$ cat config.mk
export PLATFORM = sky130hd
export DESIGN_NAME = uart_tx_framer_flat
export DESIGN_NICKNAME = d
export VERILOG_FILES = /design/src/rtl/uart_tx_framer_if.sv /design/src/rtl/uart_tx_framer.sv /design/src/flat_wrapper.sv
export SDC_FILE = /design/constraint.sdc
export NUM_CORES = 1
export LEC_CHECK = 0
export BUFFER_PORTS_ARGS = -buffer_cell sky130_fd_sc_hd__buf_2
export CORE_MARGIN = 2
export CORE_UTILIZATION = 35
export CTS_CLUSTER_SIZE = 8
export DETAILED_ROUTE_END_ITERATION = 8
export SETUP_SLACK_MARGIN = 0.4
export SYNTH_ARGS = -nofsm -noshare
export SYNTH_HDL_FRONTEND = slang
export SYNTH_SLANG_ARGS = --single-unit
export TNS_END_PERCENT = 1
$ cat constraint.sdc
create_clock -name clk -period 4.9 [get_ports clk]
set_clock_uncertainty 0.1 [all_clocks]
set_input_delay 0 -clock clk [delete_from_list [all_inputs] [get_ports clk]]
set_output_delay 0 -clock clk [all_outputs]
set_load 0.02 [all_outputs]
$ cat src/rtl/uart_tx_framer_if.sv
// Handshake bundle between the TX FIFO/controller and the UART TX framer.
// Parity lines exist only when UART_TX_PARITY_EN is defined.
interface uart_tx_framer_if #(
  parameter int DATA_WIDTH = 8,
  parameter int PRE_WIDTH  = 6
);
  logic [DATA_WIDTH-1:0] P_DATA;
  logic                  DATA_VALID;
  logic [PRE_WIDTH-1:0]  Prescale;
`ifdef UART_TX_PARITY_EN
  logic                  PAR_EN;
  logic                  PAR_TYP;
`endif
  logic                  TX_OUT;
  logic                  busy;

  modport master (
`ifdef UART_TX_PARITY_EN
    output PAR_EN,
    output PAR_TYP,
`endif
    output P_DATA,
    output DATA_VALID,
    output Prescale,
    input  TX_OUT,
    input  busy
  );

  modport slave (
`ifdef UART_TX_PARITY_EN
    input  PAR_EN,
    input  PAR_TYP,
`endif
    input  P_DATA,
    input  DATA_VALID,
    input  Prescale,
    output TX_OUT,
    output busy
  );
endinterface

$ cat src/rtl/uart_tx_framer.sv
// UART TX framer: start, MSB-first data, optional parity, stop.
// Optional parity slot enabled by defining UART_TX_PARITY_EN.
module uart_tx_framer #(
  parameter int DATA_WIDTH = 8,
  parameter int PRE_WIDTH  = 6
) (
  input  logic             clk,
  input  logic             rst,
  uart_tx_framer_if.slave  bus
);
  localparam int BW = (DATA_WIDTH > 1) ? $clog2(DATA_WIDTH) : 1;
  localparam int MSB = DATA_WIDTH - 1;
  localparam logic [BW-1:0] LAST_BIT = BW'(DATA_WIDTH - 1);

  typedef enum logic [2:0] {
    S_IDLE,
    S_START,
    S_DATA,
`ifdef UART_TX_PARITY_EN
    S_PARITY,
`endif
    S_STOP
  } state_t;

  state_t                r_state;
  state_t                w_state_nxt;
  logic [DATA_WIDTH-1:0] r_shreg;
  logic [DATA_WIDTH-1:0] w_shreg_nxt;
  logic [BW-1:0]         r_bit_cnt;
  logic [BW-1:0]         w_bit_nxt;
  logic [PRE_WIDTH-1:0]  r_edge_cnt;
  logic [PRE_WIDTH-1:0]  w_edge_nxt;
  logic [PRE_WIDTH-1:0]  r_plast;
  logic [PRE_WIDTH-1:0]  w_plast_nxt;
  logic [PRE_WIDTH-1:0]  w_plast_in;
  logic                  r_tx;
  logic                  w_tx_nxt;
  logic                  r_busy;
  logic                  w_busy_nxt;
  logic                  w_edge_last;
`ifdef UART_TX_PARITY_EN
  logic                  r_par_en;
  logic                  w_par_en_nxt;
  logic                  r_par;
  logic                  w_par_nxt;
  logic                  w_par_in;
`endif

  // Prescale 0 behaves as 1, so the last edge index is stored directly.
  assign w_plast_in  = (bus.Prescale == '0) ? '0
                     : bus.Prescale - 1'b1;
  assign w_edge_last = (r_edge_cnt == r_plast);
`ifdef UART_TX_PARITY_EN
  assign w_par_in = bus.PAR_TYP ? ~^bus.P_DATA
                                :  ^bus.P_DATA;
`endif

  // Next-state and next-output logic for the frame sequencer.
  always_comb begin
    w_state_nxt = r_state;
    w_shreg_nxt = r_shreg;
    w_bit_nxt   = r_bit_cnt;
    w_edge_nxt  = w_edge_last ? '0 : r_edge_cnt + 1'b1;
    w_plast_nxt = r_plast;
    w_tx_nxt    = 1'b1;
    w_busy_nxt  = 1'b1;
`ifdef UART_TX_PARITY_EN
    w_par_en_nxt = r_par_en;
    w_par_nxt    = r_par;
`endif
    unique case (r_state)
      S_IDLE: begin
        w_edge_nxt = '0;
        w_bit_nxt  = '0;
        w_busy_nxt = 1'b0;
        if (bus.DATA_VALID) begin
          w_state_nxt = S_START;
          w_shreg_nxt = bus.P_DATA;
          w_plast_nxt = w_plast_in;
          w_tx_nxt    = 1'b0;
          w_busy_nxt  = 1'b1;
`ifdef UART_TX_PARITY_EN
          w_par_en_nxt = bus.PAR_EN;
          w_par_nxt    = w_par_in;
`endif
        end
      end
      S_START: begin
        w_tx_nxt = 1'b0;
        if (w_edge_last) begin
          w_state_nxt = S_DATA;
          w_tx_nxt    = r_shreg[MSB];
        end
      end
      S_DATA: begin
        w_tx_nxt = r_shreg[MSB];
        if (w_edge_last) begin
          if (r_bit_cnt == LAST_BIT) begin
`ifdef UART_TX_PARITY_EN
            if (r_par_en) begin
              w_state_nxt = S_PARITY;
              w_tx_nxt    = r_par;
            end else begin
              w_state_nxt = S_STOP;
              w_tx_nxt    = 1'b1;
            end
`else
            w_state_nxt = S_STOP;
            w_tx_nxt    = 1'b1;
`endif
          end else begin
            w_bit_nxt   = r_bit_cnt + 1'b1;
            w_shreg_nxt = r_shreg << 1;
            w_tx_nxt    = r_shreg[MSB-1];
          end
        end
      end
`ifdef UART_TX_PARITY_EN
      S_PARITY: begin
        w_tx_nxt = r_par;
        if (w_edge_last) begin
          w_state_nxt = S_STOP;
          w_tx_nxt    = 1'b1;
        end
      end
`endif
      S_STOP: begin
        if (w_edge_last) begin
          w_state_nxt = S_IDLE;
          w_busy_nxt  = 1'b0;
        end
      end
      default: begin
        w_state_nxt = S_IDLE;
        w_busy_nxt  = 1'b0;
      end
    endcase
  end

  // State, datapath and registered line outputs; reset aborts any frame.
  always_ff @(posedge clk) begin
    if (!rst) begin
      r_state    <= S_IDLE;
      r_shreg    <= '0;
      r_bit_cnt  <= '0;
      r_edge_cnt <= '0;
      r_plast    <= '0;
      r_tx       <= 1'b1;
      r_busy     <= 1'b0;
`ifdef UART_TX_PARITY_EN
      r_par_en   <= 1'b0;
      r_par      <= 1'b0;
`endif
    end else begin
      r_state    <= w_state_nxt;
      r_shreg    <= w_shreg_nxt;
      r_bit_cnt  <= w_bit_nxt;
      r_edge_cnt <= w_edge_nxt;
      r_plast    <= w_plast_nxt;
      r_tx       <= w_tx_nxt;
      r_busy     <= w_busy_nxt;
`ifdef UART_TX_PARITY_EN
      r_par_en   <= w_par_en_nxt;
      r_par      <= w_par_nxt;
`endif
    end
  end

  assign bus.TX_OUT = r_tx;
  assign bus.busy   = r_busy;
endmodule
$ cat src/flat_wrapper.sv
// flat-port wrapper written by rule: the top's interface ports become plain ports
module uart_tx_framer_flat 
#(
  parameter int DATA_WIDTH = 8,
  parameter int PRE_WIDTH  = 6
)
  (clk, rst, bus_P_DATA, bus_DATA_VALID, bus_Prescale, bus_TX_OUT, bus_busy);
  uart_tx_framer_if #(.DATA_WIDTH(DATA_WIDTH), .PRE_WIDTH(PRE_WIDTH)) bus_i ();
  input  logic clk;
  input  logic rst;
  input wire logic [$bits(bus_i.P_DATA)-1:0] bus_P_DATA;
  input wire logic [$bits(bus_i.DATA_VALID)-1:0] bus_DATA_VALID;
  input wire logic [$bits(bus_i.Prescale)-1:0] bus_Prescale;
  output wire logic [$bits(bus_i.TX_OUT)-1:0] bus_TX_OUT;
  output wire logic [$bits(bus_i.busy)-1:0] bus_busy;
  assign bus_i.P_DATA = bus_P_DATA;
  assign bus_i.DATA_VALID = bus_DATA_VALID;
  assign bus_i.Prescale = bus_Prescale;
  assign bus_TX_OUT = bus_i.TX_OUT;
  assign bus_busy = bus_i.busy;
  uart_tx_framer #(.DATA_WIDTH(DATA_WIDTH), .PRE_WIDTH(PRE_WIDTH)) u_core (.clk(clk), .rst(rst), .bus(bus_i));
endmodule
==> impl_metrics.env, run 1 <==
export IMPL_outcome="completed"
export IMPL_netlist_cell_type_count=39
export IMPL_synth_top_area_share_pct=36.7
export IMPL_cp_arrival_ns=2.37
export IMPL_syn_inst=163
export IMPL_core_area_um2=4030
export IMPL_synth_edf_count=0
export IMPL_start_kind="flop"
export IMPL_grt_max_degree=22
export IMPL_slowest_stage="ha_1"
export IMPL_drive_gt1_share_pct=17.2
export IMPL_synth_most_common_cell="dfxtp_1"
export IMPL_n_fill_cell=409
export IMPL_whs_path_depth=3
export IMPL_antennaDiodeCount=0
export IMPL_synth_area_top_cells="dfxtp_1, ha_1, mux2i_1"
export IMPL_finalMaxSlewViolations=0
export IMPL_fin_util_pct=41.2
export IMPL_setup_tns_ns=0
export IMPL_rsz0062_at_grt="false"
export IMPL_p_total_uw=774
export IMPL_numCtsBuffers=3
export IMPL_critPathKind="flop to flop"
export IMPL_place_congestion=0.870
export IMPL_period_needed_ns=2.28
export IMPL_nets=207
export IMPL_fmax_ghz=0.439
export IMPL_synthXorXnorAreaFrac_pct=7.74
export IMPL_drc=0
export IMPL_viasPerCell=5.26
export IMPL_ant_nets=0
export IMPL_final_area_um2=1660
export IMPL_ys_seq_area_share_pct=36.7
export IMPL_critPathCaptureType="flop"
export IMPL_clk_pin_slew_ns=0.09
export IMPL_routedWlPerCell_um=13.0
export IMPL_grt_pass1_vias=1190
export IMPL_async_reset_ff_share_pct=0
export IMPL_cts_root_buf="clkbuf_8"
export IMPL_globalRouteOverflowTotal=0
export IMPL_synth_top_area_cell="dfxtp_1"
export IMPL_synth_compound_area_share_pct=14.0
export IMPL_post_cts_buffers=0
export IMPL_antenna_found_initial=0
export IMPL_start_util_pct=36.5
export IMPL_yosysWarnings=0
export IMPL_crit_chain="inv_1 > ha_1 > nor2b_1 > nand4_1 > o22a_1 > mux2i_1"
export IMPL_hold_viol=0
export IMPL_worstReg2RegStart="u_core.r_state[0]"
export IMPL_synthAdderAreaFrac_pct=7.65
export IMPL_wirelength_um=2990
export IMPL_boundaryPins=19
export IMPL_synth_simple_gate_area_share_pct=17.9
export IMPL_cts_repair_resized=0
export IMPL_syn_cell_area_um2=1470
export IMPL_dr_pass1_iters=4
export IMPL_port_buffers=18
export IMPL_pre_cts_slack_ns=2.66
export IMPL_h_tree_depth=1
export IMPL_path_max_fanout=16
export IMPL_placed_area_um2=1600
export IMPL_cts_sinks=27
export IMPL_reg2reg_to="u_core.r_shreg[1]"
export IMPL_hold_class="primary input to flop"
export IMPL_cts_tree="built"
export IMPL_cts_hold_buffers_added=2
export IMPL_die_area_um2=4740
export IMPL_synth_area_mux_share_pct=12.2
export IMPL_insertion_delay_ns=0.27
export IMPL_area_delta_synth_final_pct=12.9
export IMPL_cap_violations=0
export IMPL_power_density_nw_per_um2=466
export IMPL_critPathMaxStageDelay_ns=0.53
export IMPL_rr_worst_depth=6
export IMPL_drt_initial_drc_count=52
export IMPL_required_ns=4.99
export IMPL_synth_top_family_by_area="simple AND/OR/NAND/NOR gates"
export IMPL_synth_seq_cells=27
export IMPL_synth_fp_nets=189
export IMPL_grt_pass1_wl_um=5100
export IMPL_synth_common_cells="dfxtp_1, nand2_1, nor2_1"
export IMPL_rows=23
export IMPL_cts_buffer_depth=2
export IMPL_path_delay_family="adder cells"
export IMPL_p_leak_uw=0.000704
export IMPL_worst_pin_slew_ns=0.573
export IMPL_die_y_um=68.8
export IMPL_finalWorstSetupSlack_ns=2.62
export IMPL_min_from="bus_DATA_VALID"
export IMPL_gr_usage_all_layers_pct=14.2
export IMPL_hold_end="u_core.bus.busy"
export IMPL_vias=1210
export IMPL_worst_path_buf_inv=1
export IMPL_slew_headroom_pct=61.8
export IMPL_setup_viol=0
export IMPL_r2r_slack_ns=2.62
export IMPL_synth_ff_type="dfxtp_1"
export IMPL_vdd_drop_max_uv=178
export IMPL_die_w_um=68.8
export IMPL_syn_area_per_cell_um2=9.03
export IMPL_dp_hpwl_um=2300
export IMPL_finalCritPeriodShare_pct=46.5
worst register-to-register path: cells and delay by family, from the launching register on:
family / cells / cell delay [ns]
mux: 1 / 0.26
fa+ha+maj: 1 / 0.53
compound gates: 1 / 0.37
buf+inv: 1 / 0.10
flops: 1 / 0.35
simple gates: 2 / 0.50
metal layers:
layer	vias up	share of wire (%)	GRT usage (%)
li1	606	-	-
met1	574	43	16.5
met2	28	52	26.4
met3	2	4.4	3.41
met4	0	0.60	2.94
met5	-	0	0
sequential cells by signal, indices dropped and copies added (netlist names):
register,cells
u_core.bus.TX_OUT,1
u_core.r_edge_cnt,6
u_core.r_shreg,8
u_core.r_bit_cnt,3
u_core.r_state,2
u_core.r_plast,6
u_core.bus.busy,1
report_power, final:
group | leakage [uW] | total [uW] | switching, uW | internal, uW
sequential | 0.000221 | 296 | 29.7 | 266
combinational | 0.000458 | 354 | 202 | 152
clock | 0.0000255 | 124 | 67.1 | 56.9
kinds of logic after synthesis:
| kind of cell | after synthesis |
|---|---|
| simple gates | 55 |
| compound gates | 28 |
| flops | 27 |
| mux | 17 |
| buf+inv | 14 |
| xor+xnor | 13 |
| fa+ha+maj | 9 |
per-stage QoR:
| stage | std cells | hold WS [ns] |
|---|---|---|
| 5_1_grt | 230 | 0.0228 |
| 4_1_cts | 230 | 0.00661 |
| 3_3_place_gp | 224 | 0.178 |
| 3_5_place_dp | 224 | 0.198 |
| 6_report | 230 | 0.00499 |
| 2_1_floorplan | 163 | 0.0638 |
worst max path at each step:
stage | start | endpoint | slack [ns] | depth (start not counted)
2_1_floorplan | u_core.r_state[0] | u_core.r_shreg[0] | 3.21 | 8
3_3_place_gp | u_core.r_state[0] | u_core.r_shreg[7] | 2.78 | 6
3_5_place_dp | u_core.r_state[0] | u_core.r_shreg[1] | 2.66 | 6
4_1_cts | u_core.r_state[0] | u_core.r_shreg[1] | 2.63 | 6
5_1_grt | u_core.r_state[0] | u_core.r_shreg[1] | 2.48 | 6
6_report | u_core.r_state[0] | u_core.r_shreg[1] | 2.62 | 6
layout make-up:
type	count	area, um2	area share (%)
clock buffer	3	41.3	2.48
clock inverter	1	5.00	0.301
inverter	7	26.3	1.58
multi-input combinational	122	876	52.7
sequential	27	541	32.5
tap	50	62.6	3.77
timing repair buffer	20	110	6.63
cells in the final DEF, fill, tap and decap left out, types with 3 or more instances in the layout:
| cell | count |
|---|---|
| xor2_1 | 3 |
| nand2_1 | 22 |
| buf_2 | 18 |
| xnor2_1 | 10 |
| ha_1 | 9 |
| inv_1 | 7 |
| dfxtp_1 | 27 |
| a2bb2oi_1 | 5 |
| nand3_1 | 6 |
| nor2_1 | 11 |
| mux2i_1 | 10 |
| o211ai_1 | 3 |
| clkbuf_8 | 3 |
| mux2_2 | 7 |
| a21oi_1 | 5 |
(Power assumes the default switching activity.)
==> inputs of run 2 (changes only) <==
- clock period: 4.9 -> 2.3 ns (I/O delays scaled with it)
==> run 2 against run 1 <==
First-iteration DRC count is 15% higher. Total power grew 110%. Global-route usage decreased by 1.4 points. Final cell count is 0.87% higher. Highest routed layer unchanged.
==> impl_metrics.env, run 2 (synthesis gave the netlist of run 1 again) <==
export IMPL_fin_cells=232
export IMPL_final_cell_mix="dfxtp_1, nand2_1, buf_2, nor2_1"
export IMPL_ant_nets=0
export IMPL_grt_util_met1_pct=16.7
export IMPL_die_area_um2=4740
export IMPL_drc=0
export IMPL_reg_top3="u_core.r_shreg (8), u_core.r_edge_cnt (6), u_core.r_plast (6)"
export IMPL_path_max_fanout=8
export IMPL_viasPerCell=5.14
export IMPL_min_from="bus_Prescale[5]"
export IMPL_dp_hpwl_um=2200
export IMPL_antennaDiodeCount=0
export IMPL_hold_class="primary input to flop"
export IMPL_start_kind="flop"
export IMPL_drive_gt1_share_pct=18.7
export IMPL_final_area_um2=1680
export IMPL_dp_cells=225
export IMPL_cts_tree="built"
export IMPL_required_ns=2.35
export IMPL_globalRouteOverflowTotal=0
export IMPL_worstReg2RegStart="u_core.r_bit_cnt[0]"
export IMPL_cts_sinks=27
export IMPL_period_needed_ns=1.80
export IMPL_largest_reg_flops=8
export IMPL_antenna_found_initial=0
export IMPL_vdd_drop_max_uv=414
export IMPL_slew_headroom_pct=74.8
export IMPL_cts_root_buf="clkbuf_8"
export IMPL_met2_usage_pct=21.9
export IMPL_rsz0062_at_grt="false"
export IMPL_p_leak_uw=0.000714
export IMPL_drt_initial_drc_count=60
export IMPL_busiest_layer="met2"
export IMPL_numCtsBuffers=3
export IMPL_start_util_pct=36.5
export IMPL_routedWlPerCell_um=12.2
export IMPL_place_congestion=0.912
export IMPL_cts_buffer_depth=2
export IMPL_die_y_um=68.8
export IMPL_worst_pin_slew_ns=0.376
export IMPL_hold_viol=0
export IMPL_grt_util_met3_pct=2.92
export IMPL_finalMaxSlewViolations=0
export IMPL_wirelength_um=2840
export IMPL_die_w_um=68.8
export IMPL_gr_usage_all_layers_pct=12.9
export IMPL_clk_pin_slew_ns=0.09
export IMPL_max_flop_register="u_core.r_shreg"
export IMPL_cap_violations=0
export IMPL_r2r_slack_ns=0.50
export IMPL_critPathMostFrequentCell="ha_1"
export IMPL_hold_end="u_core.r_plast[5]"
export IMPL_critPathCaptureType="flop"
export IMPL_grt_max_degree=22
export IMPL_grt_pass1_wl_um=4660
export IMPL_setup_viol=0
export IMPL_fmax_ghz=0.556
export IMPL_reg2reg_to="u_core.r_shreg[2]"
export IMPL_boundaryPins=19
export IMPL_area_delta_synth_final_pct=14.4
export IMPL_layout_commonest_cell="dfxtp_1"
export IMPL_critPathMaxStageDelay_ns=0.34
export IMPL_port_buffers=18
export IMPL_post_cts_buffers=0
export IMPL_h_tree_depth=1
export IMPL_vias=1193
export IMPL_path_delay_family="adder cells"
export IMPL_dr_pass1_iters=5
export IMPL_critPathKind="flop to flop"
export IMPL_rows=23
export IMPL_placed_area_um2=1600
export IMPL_whs_path_depth=4
export IMPL_worst_path_buf_inv=0
export IMPL_startpoint="u_core.r_bit_cnt[0]"
export IMPL_slowest_stage="dfxtp_1"
export IMPL_power_density_nw_per_um2=984
export IMPL_cp_arrival_ns=1.85
export IMPL_insertion_delay_ns=0.27
export IMPL_grt_pass1_vias=1073
export IMPL_nets=209
export IMPL_outcome="completed"
export IMPL_crit_chain="ha_1 > ha_1 > nor2b_2 > nand4_1 > o22a_2 > mux2i_1"
export IMPL_setup_tns_ns=0
export IMPL_core_area_um2=4030
export IMPL_finalCritPeriodShare_pct=78.1
export IMPL_rr_worst_depth=6
[run 2: cell count changes in the layout (fill, tap and decap cells not counted), sizes merged]
cell | before | now
dlygate4sd3 | 2 | 3
buf | 18 | 19
[run 2: worst max path at each step]
| stage | endpoint | depth (start not counted) |
|---|---|---|
| finish | u_core.r_shreg[2] | 6 |
| global route | u_core.r_plast[5] | 6 |
| CTS | u_core.r_shreg[2] | 6 |
| detailed placement | u_core.r_shreg[2] | 6 |
| global placement | u_core.r_shreg[7] | 6 |
| floorplan | u_core.r_shreg[0] | 8 |
[run 2: layer usage]
metal	routed length [um]	part of all wire [%]	up-vias
li1	-	-	611
met1	1320	47	556
met2	1410	50	24
met3	99	3.5	2
met4	8	0.28	0
met5	0	0	-
[run 2: worst reg2reg max path: stages (launching register included)]
cell     delay, ns
dfxtp_1       0.34
ha_1          0.21
ha_1          0.23
nor2b_2       0.22
nand4_1       0.12
o22a_2        0.31
mux2i_1       0.16
[run 2: timing repair]
item	in CTS	in global routing
resized for setup	1	1
hold buffers	3	0
endpoints found under the setup margin	8	9
hold endpoints to repair	3	0
gates cloned	0	0
[run 2: cell type report]
class	count	area, um2
Clock buffer	3	41.3
Clock inverter	1	5.00
Fill cell	416	2350
Inverter	7	26.3
Multi-Input combinational cell	122	880
Sequential cell	27	541
Tap cell	50	62.6
Timing Repair Buffer	22	128
[run 2: where the power goes]
group | total (uW) | switching [uW] | internal (uW)
clock | 270 | 148 | 121
combinational | 756 | 421 | 335
sequential | 630 | 62.7 | 567
[run 2: per-stage QoR]
step | utilization, % | total power [uW] | worst slack [ns] | hold slack [ns]
2_1_floorplan | - | 1230 | 0.608 | 0.0638
3_3_place_gp | 39.8 | 1370 | 0.473 | 0.178
3_5_place_dp | 39.8 | 1390 | 0.366 | 0.202
4_1_cts | 41.7 | 1670 | 0.434 | 0.00108
5_1_grt | 41.8 | 1790 | 0.408 | 0.0195
6_report | 41.8 | 1660 | 0.503 | 0.0112
